<file path="config.mk">
export PLATFORM = sky130hd
export DESIGN_NAME = dram_arbiter
export DESIGN_NICKNAME = d
export VERILOG_FILES = /design/src/rtl/dram_arbiter.sv
export SDC_FILE = /design/constraint.sdc
export NUM_CORES = 1
export LEC_CHECK = 0
export BUFFER_PORTS_ARGS = -buffer_cell sky130_fd_sc_hd__buf_4
export CORE_AREA = 5 5 118 120
export DETAILED_ROUTE_END_ITERATION = 8
export DIE_AREA = 0 0 123 125
export GPL_ROUTABILITY_DRIVEN = 0
export GPL_TIMING_DRIVEN = 0
export PLACE_DENSITY_LB_ADDON = 0.15
export SLEW_MARGIN = 15
export SYNTH_ARGS = -nofsm -noshare
export SYNTH_HDL_FRONTEND = slang
export SYNTH_SLANG_ARGS = --single-unit
</file>
<file path="constraint.sdc">
create_clock -name clk -period 4.7 [get_ports clk]
set_input_delay 0.47 -clock clk [delete_from_list [all_inputs] [get_ports clk]]
set_output_delay 0.47 -clock clk [all_outputs]
set_load 0.005 [all_outputs]
</file>
<file path="src/rtl/dram_arbiter.sv">
// ---------------------------------------------------------------------------
// dram_arbiter
//   Two-master arbiter in front of the single-port data RAM. Master 0 is the
//   CPU data port, master 1 is a secondary bus master (DMA / debug loader).
//   One master is granted per cycle. Arbitration is round-robin with a bounded
//   burst length. The granted master's command is muxed onto the RAM, and read
//   data plus ack are returned to that master.
//
//   Optional build macro: DRAM_ARB_FIXED_PRIO_EN
//     When defined, m0 has strict priority: any m0_req moves the grant to m0,
//     m0 keeps it for as long as it requests, and m1 is served only while m0 is
//     idle. The burst counter and last-granted tracking are then inert.
//
// Ports
//   clk, rst         : clock (rising edge), asynchronous active-low reset
//   m0_* / m1_*      : master request ports (req, we, addr, sel, wdata in;
//                      rdata, ack out); m0_stall is the CPU stall request
//   ram_*            : RAM command outputs, ram_rdata is a combinational read
//   gnt_id           : 00 idle, 01 m0 granted, 10 m1 granted
//   dbg_state        : current FSM state (same encoding as gnt_id)
//
// Handshake: a master raises req with a command and holds both stable until it
// sees ack. ack is high in each cycle that completes a transfer, so a master
// that keeps req high issues one transfer per granted cycle. The arbiter does
// not latch commands; it forwards the live command of the granted master.
// ---------------------------------------------------------------------------
module dram_arbiter #(
  parameter int ADDR_W    = 32,
  parameter int DATA_W    = 32,
  parameter int BURST_LEN = 4
) (
  input  logic              clk,
  input  logic              rst,
  input  logic              m0_req,
  input  logic              m0_we,
  input  logic [ADDR_W-1:0] m0_addr,
  input  logic [3:0]        m0_sel,
  input  logic [DATA_W-1:0] m0_wdata,
  output logic [DATA_W-1:0] m0_rdata,
  output logic              m0_ack,
  output logic              m0_stall,
  input  logic              m1_req,
  input  logic              m1_we,
  input  logic [ADDR_W-1:0] m1_addr,
  input  logic [3:0]        m1_sel,
  input  logic [DATA_W-1:0] m1_wdata,
  output logic [DATA_W-1:0] m1_rdata,
  output logic              m1_ack,
  output logic              ram_ce,
  output logic              ram_we,
  output logic [ADDR_W-1:0] ram_addr,
  output logic [3:0]        ram_sel,
  output logic [DATA_W-1:0] ram_wdata,
  input  logic [DATA_W-1:0] ram_rdata,
  output logic [1:0]        gnt_id,
  output logic [1:0]        dbg_state
);

  // State encoding doubles as the gnt_id value.
  typedef enum logic [1:0] {
    IDLE = 2'b00,
    GNT0 = 2'b01,
    GNT1 = 2'b10
  } state_e;

  // Highest burst count value; reaching it with the other master waiting
  // hands the grant over.
  localparam logic [3:0] CNT_MAX = 4'(BURST_LEN - 1);

  state_e     state_q, state_d;
  logic       last_q,  last_d;   // last granted master (1 = m1)
  logic [3:0] cnt_q,   cnt_d;

  always_ff @(posedge clk or negedge rst) begin
    if (!rst) begin
      state_q <= IDLE;
      last_q  <= 1'b1;           // m0 wins the first tie
      cnt_q   <= 4'd0;
    end else begin
      state_q <= state_d;
      last_q  <= last_d;
      cnt_q   <= cnt_d;
    end
  end

  // Next-state logic
  always_comb begin
    state_d = state_q;
    last_d  = last_q;
    cnt_d   = cnt_q;
`ifdef DRAM_ARB_FIXED_PRIO_EN
    case (state_q)
      IDLE, GNT1: begin
        if (m0_req)      state_d = GNT0;
        else if (m1_req) state_d = GNT1;
        else             state_d = IDLE;
      end
      GNT0: begin
        if (m0_req)      state_d = GNT0;
        else if (m1_req) state_d = GNT1;
        else             state_d = IDLE;
      end
      default: state_d = IDLE;
    endcase
`else
    case (state_q)
      IDLE: begin
        // On a tie the master that was not granted last goes first.
        if (m0_req && (!m1_req || last_q)) begin
          state_d = GNT0;
          cnt_d   = 4'd0;
          last_d  = 1'b0;
        end else if (m1_req) begin
          state_d = GNT1;
          cnt_d   = 4'd0;
          last_d  = 1'b1;
        end
      end
      GNT0: begin
        if (m0_req && (!m1_req || cnt_q < CNT_MAX)) begin
          // Count saturates at CNT_MAX while m0 runs alone, so a late m1
          // request can take over on the next edge.
          if (cnt_q < CNT_MAX) cnt_d = cnt_q + 4'd1;
        end else if (m1_req) begin
          state_d = GNT1;
          cnt_d   = 4'd0;
          last_d  = 1'b1;
        end else begin
          state_d = IDLE;
        end
      end
      GNT1: begin
        if (m1_req && (!m0_req || cnt_q < CNT_MAX)) begin
          if (cnt_q < CNT_MAX) cnt_d = cnt_q + 4'd1;
        end else if (m0_req) begin
          state_d = GNT0;
          cnt_d   = 4'd0;
          last_d  = 1'b0;
        end else begin
          state_d = IDLE;
        end
      end
      default: state_d = IDLE;
    endcase
`endif
  end

  // Output mux, combinational from state and live requests. A granted master
  // that has dropped req gets a dead cycle: no chip enable, no ack.
  always_comb begin
    ram_ce    = 1'b0;
    ram_we    = 1'b0;
    ram_addr  = '0;
    ram_sel   = 4'b0000;
    ram_wdata = '0;
    m0_ack    = 1'b0;
    m0_rdata  = '0;
    m1_ack    = 1'b0;
    m1_rdata  = '0;
    case (state_q)
      GNT0: begin
        ram_ce    = m0_req;
        ram_we    = m0_req & m0_we;   // never write without chip enable
        ram_addr  = m0_addr;
        ram_sel   = m0_sel;
        ram_wdata = m0_wdata;
        m0_ack    = m0_req;
        m0_rdata  = ram_rdata;
      end
      GNT1: begin
        ram_ce    = m1_req;
        ram_we    = m1_req & m1_we;
        ram_addr  = m1_addr;
        ram_sel   = m1_sel;
        ram_wdata = m1_wdata;
        m1_ack    = m1_req;
        m1_rdata  = ram_rdata;
      end
      default: ;
    endcase
  end

  assign m0_stall  = m0_req & ~m0_ack;
  assign gnt_id    = state_q;
  assign dbg_state = state_q;

endmodule
</file>
==> out/qor.csv, run 1 <==
metric,value,unit
post-layout min period,3.09,ns
kind of critical path,flop to primary output,
starting density of the core,13.0,%
worst vdd ir,258,uV
outcome,"finished, final reports clean",
Fmax,0.323,GHz
max incr delay on CP,0.44,ns
Final Hold Viols,0,
Post-CTS Hold Fix Bufs,0,
synthesis-stage register bit count,7,
die height,125,um
top-area cell type share of the netlist area,36.5,%
Worst-Margin Slew,0.555,ns
share of layout cells above drive strength 1,61.1,%
Worst slew margin,63.0,%
drt via density,4.15,
Buffers on Ports,314,
TritonCTS clock tree,yes,
post-cts resize count,0,
synth warn,0,
vias in the first global route,3012,
startpoint types,flop,
Post-CTS Setup Repair Bufs,0,
Commonest cells post-synth,"a22o_1, and2_1, clkbuf_1, inv_1",
ys async rst share,100,%
Final setup violation count,0,
total track usage,14.3,%
Worst Skew,0.00125,ns
Post-Syn Area,1680,um2
pin count of the biggest net entering global routing,11,
Synth area leader,a22o_1,
# DRC,0,
"Max FO, Critical Path",10,
Critical Path RT,4.23,ns
worst hold-check path type,input pin to asynchronous set/reset pin,
"count leader, synth",a22o_1,
clock sink total,7,
Post-synth EDFFs,0,
cell count after synthesis,222,
Worst Setup End Kind,primary output,
critical-path cell list,"inv_1, ha_1, and2_1, buf_2, clkbuf_1, clkbuf_1, a22o_1, buf_4",
syn_nets,401,
Max-Cap Viols,0,
Antenna Diode Count,0,
antenna violations before repair,0,
drt first pass iters,4,
hpwl dp,10900,um
synth-to-layout area growth,158,%
static leakage,2.38,nW
CTS Buf Count,3,
H-tree level count,1,
synth unique cells,31,
Avg Inst Size Synth,7.56,um2
setup TNS,0,ns
global-route wire length before repair,17700,um
row cnt,42,
"top cells by area, synth","a22o_1, and2_1, dfrtp_1",
fin. max-slew vios,0,
vias,2970,
CTS Buffer Depth,2,
register area,176,um2
Layout fillers,1426,
"Reg clk slew, reported paths",0.04,ns
post-detailed-route count of antenna-violating nets,0,
Multi-input gate area,1350,um2
final period utilization,65.8,%
post-synthesis sequential area ratio,10.5,%
Post-synth top flop,dfrtp_1,
Min Hold Slack,0.0453,ns
routed length per instance,17.4,um
most frequent CP cell,clkbuf_1,
total I/O pin count,315,
die area,15400,um2
core area,12900,um2
CTS root buffer,clkbuf_16,
Detailed Route Iter0 Violations,69,
WL final,12400,um
worst skew pair latency,0.23,ns
final layout net count,720,
total grt overflow,0,
Crit path arrival time,2.62,ns
"slowest stage cell, crit path",dfrtp_1,
unrepaired setup endpoints after global routing,false,
Die X,123,um
Pwr Density,371,nW/um2
worst paths after layout:
kind / from / end / slack [ns] / cells past startpoint
worst max-delay path: dbg_state[0] / ram_wdata[19] / 1.61 / 8
worst min-delay path: rst / cnt_q[2] / 0.05 / 1
worst max register to register: dbg_state[0] / cnt_q[0] / 2.59 / 6
worst min register to register: cnt_q[1] / cnt_q[1] / 0.51 / 1
max in group asynchronous: rst / last_q / 4.45 / 1
min in group clk: cnt_q[1] / cnt_q[1] / 0.51 / 1
cell type report:
type	count	area share, %
clock buffers	3	1.73
well taps	176	5.08
clock inverters	1	0.115
flip-flops and latches	7	4.07
plain buffers	27	2.83
repair buffers	314	54.4
multi-input cells	180	31.1
inverters	8	0.693
kinds of logic (layout without fill, tap and decap cells):
family / count (synthesis) / after routing / synth area share (%)
compound gates: 93 / 93 / 46.3
fa+ha+maj: 5 / 5 / 3.73
buf+inv: 35 / 353 / 9.10
flops: 7 / 7 / 10.5
mux: 2 / 2 / 1.49
simple gates: 80 / 80 / 28.9
per-stage QoR:
stage,total power [mW],util [%],instances,instance area [um2],worst slack [ns]
2_1_floorplan,0.695,-,222,1680,2.42
3_3_place_gp,1.48,33.1,712,4260,1.85
3_5_place_dp,1.48,33.1,712,4260,1.81
4_1_cts,1.64,33.7,716,4340,1.55
5_1_grt,1.74,33.7,716,4340,1.39
6_report,1.61,33.7,716,4340,1.61
layout by cell type (no fill, tap or decap), types with 2 or more instances in the layout:
master / instances
buf_4: 316
clkbuf_16: 3
ha_1: 5
a21oi_1: 2
dfrtp_1: 6
nor2_1: 3
or3_1: 2
clkbuf_1: 19
buf_2: 5
a31oi_1: 2
nand2_1: 4
o2bb2ai_1: 2
inv_1: 8
o21a_1: 2
o221ai_1: 2
o21ai_0: 6
a22o_1: 70
and2_1: 68
per-layer routing:
layer	global-route usage, %	wire [um]
met1	16.2	4580
met2	27.6	6570
met3	3.52	1250
met4	1.43	36
met5	0	0
power breakdown:
| group | total, mW | switching [mW] | internal, mW |
|---|---|---|---|
| clock | 0.145 | 0.0331 | 0.112 |
| sequential | 0.100 | 0.0201 | 0.0803 |
| combinational | 1.36 | 0.598 | 0.766 |
| total | 1.61 | 0.651 | 0.958 |
critical path, delay by kind of cell (launching register included):
kind | cells | cell delay [ns]
buffers and inverters | 5 | 1.20
DFF | 1 | 0.44
adders and majority gates | 1 | 0.39
AOI/OAI and AO/OA | 1 | 0.21
and+or+nand+nor | 1 | 0.14
state kept, by name, indices dropped and copies added, names as in the netlist:
register   count
cnt_q          4
last_q         1
dbg_state      2
No activity file was read; power rests on OpenSTA's default activity.
==> inputs of run 2 (changes only) <==
--- a/config.mk
+++ b/config.mk
@@ -6,9 +6,9 @@
 export NUM_CORES = 1
 export LEC_CHECK = 0
 export BUFFER_PORTS_ARGS = -buffer_cell sky130_fd_sc_hd__buf_4
-export CORE_AREA = 5 5 118 120
+export CORE_AREA = 5 5 119 121
 export DETAILED_ROUTE_END_ITERATION = 8
-export DIE_AREA = 0 0 123 125
+export DIE_AREA = 0 0 124 126
 export GPL_ROUTABILITY_DRIVEN = 0
 export GPL_TIMING_DRIVEN = 0
 export PLACE_DENSITY_LB_ADDON = 0.15
==> constraint.sdc (replaced) <==
create_clock -name clk -period 2.9 [get_ports clk]
set_input_delay 0.29 -clock clk [delete_from_list [all_inputs] [get_ports clk]]
set_output_delay 0.29 -clock clk [all_outputs]
set_load 0.005 [all_outputs]
==> out/qor.csv, run 2 (synthesized netlist as in run 1, its figures left out) <==
metric,value,unit,change
clock sink total,7,,unchanged
total track usage,15.1,%,+0.81 points
H-tree level count,1,,unchanged
share of layout cells above drive strength 1,61.5,%,+0.37 points
pin count of the biggest net entering global routing,15,,+4
die area,15600,um2,+1.6%
final period utilization,92.3,%,
row cnt,42,,unchanged
post-detailed-route count of antenna-violating nets,0,,unchanged
outcome,"finished, final reports clean",,
Top reg by flops,cnt_q,,
vias in the first global route,3046,,+1.1%
CTS Buf Count,3,,unchanged
Detailed Route Iter0 Violations,107,,+55%
fin. max-slew vios,0,,unchanged
starting density of the core,12.9,%,-0.11 points
Antenna Diode Count,0,,unchanged
Psw,1.10,mW,+68%
Worst-Margin Slew,0.452,ns,-0.103 ns
most frequent cells in the layout,"buf_4, a22o_1, and2_1",,
Die X,124,um,+0.81%
Switching Share,41.3,%,+0.81 points
Final setup violation count,0,,unchanged
die height,126,um,+0.80%
"Reg clk slew, reported paths",0.04,ns,about the same
global-route wire length before repair,18400,um,+4.2%
"Max FO, Critical Path",14,,+4
max reg flops,4,,unchanged
final layout net count,720,,unchanged
worst skew pair latency,0.23,ns,about the same
Pwr Density,611,nW/um2,+65%
drt via density,4.20,,+1.1%
worst vdd ir,510,uV,+98%
total grt overflow,0,,unchanged
worst hold-check path type,input pin to flop,,
Final Hold Viols,0,,unchanged
Internal Power,1.56,mW,+63%
core area,13000,um2,+0.82%
antenna violations before repair,0,,unchanged
Max-Cap Viols,0,,unchanged
Layout fillers,1423,,-0.21%
synth-to-layout area growth,159,%,
static leakage,2.39,nW,+0.43%
Critical Path RT,2.61,ns,-1.62 ns
# DRC,0,,unchanged
Crit path arrival time,2.39,ns,-0.23 ns
Flop pwr share,6.2,%,about the same
kind of critical path,flop to primary output,,
clock share of power,8.8,%,-0.2 points
vias,3004,,+1.1%
post-layout min period,2.68,ns,
total I/O pin count,315,,unchanged
unrepaired setup endpoints after global routing,false,,
startpoint types,flop,,
hpwl dp,11600,um,+5.7%
CTS Buffer Depth,2,,unchanged
Min Hold Slack,0.396,ns,+0.350 ns
Worst slew margin,69.9,%,+6.9 points
Logic pwr share,85.0,%,+0.2 points
Worst Setup End Kind,primary output,,
routed length per instance,18.6,um,+7.3%
Fmax,0.374,GHz,
TritonCTS clock tree,yes,,
Buffers on Ports,314,,unchanged
"commonest non-fill, non-tap cell in the layout",buf_4,,
WL final,13300,um,+7.3%
setup TNS,0,ns,unchanged
CTS root buffer,clkbuf_16,,
Worst Skew,0.000740,ns,-0.000513 ns
drt first pass iters,4,,unchanged
run 2: final timing paths:
kind / start / cells past startpoint / to / slack (ns)
min in group asynchronous: rst / 2 / dbg_state[1] / 0.41
min: m1_req / 3 / last_q / 0.40
min reg2reg: cnt_q[1] / 1 / cnt_q[1] / 0.50
max in group asynchronous: rst / 2 / last_q / 2.29
max: dbg_state[0] / 7 / ram_wdata[13] / 0.22
max reg2reg: dbg_state[0] / 6 / cnt_q[0] / 0.75
run 2: timing repair:
| item | CTS | global route |
|---|---|---|
| gates resized for setup | 0 | 6 |
| buffers inserted | 0 | 0 |
| hold buffers | 1 | 0 |
| hold endpoints to repair | 6 | 0 |
| pin swaps | 0 | 0 |
| setup endpoints to repair | 20 | 41 |
run 2: stage by stage:
| step | setup slack, ns | area, um2 | utilization [%] | power [mW] | instances |
|---|---|---|---|---|---|
| 6_report | 0.223 | 4340 | 33.5 | 2.66 | 716 |
| 5_1_grt | 0.0470 | 4340 | 33.5 | 2.86 | 716 |
| 4_1_cts | 0.00700 | 4340 | 33.4 | 2.70 | 716 |
| 3_5_place_dp | 0.210 | 4260 | 32.8 | 2.45 | 712 |
| 3_3_place_gp | 0.209 | 4260 | 32.8 | 2.45 | 712 |
| 2_1_floorplan | 0.801 | 1680 | - | 1.13 | 222 |
run 2: cell type report:
type	count	area [um2]	share of cell area [%]
Clock buffer	4	78.8	1.81
Multi-Input combinational cell	180	1350	31.0
Buffer	26	123	2.82
Sequential cell	7	176	4.06
Tap cell	176	220	5.07
Inverter	8	30.0	0.691
Timing Repair Buffer	315	2370	54.5
run 2: layer usage:
| layer | track usage (%) | share of wire, % | vias up | wire length, um |
|---|---|---|---|---|
| met5 | 0 | 0 | - | 0 |
| met4 | 0.580 | 0.045 | 0 | 6 |
| met3 | 3.77 | 9.8 | 2 | 1300 |
| met2 | 29.7 | 55 | 144 | 7330 |
| met1 | 17.0 | 35 | 1402 | 4700 |
| li1 | - | - | 1456 | - |
run 2: critical path, stage by stage (launching register included):
cell	delay, ns
dfrtp_1	0.45
inv_1	0.10
ha_1	0.39
and2_1	0.15
buf_2	0.29
clkbuf_1	0.39
a22o_1	0.25
buf_4	0.13
run 2: power by group through the flow:
stage / combinational (mW) / clock [mW] / sequential [mW]
after CTS: 2.30 / 0.239 / 0.166
after floorplan: 0.970 / 0 / 0.155
after detailed placement: 2.28 / 0 / 0.166
final: 2.26 / 0.235 / 0.165
after global routing: 2.44 / 0.253 / 0.169
after global placement: 2.28 / 0 / 0.164
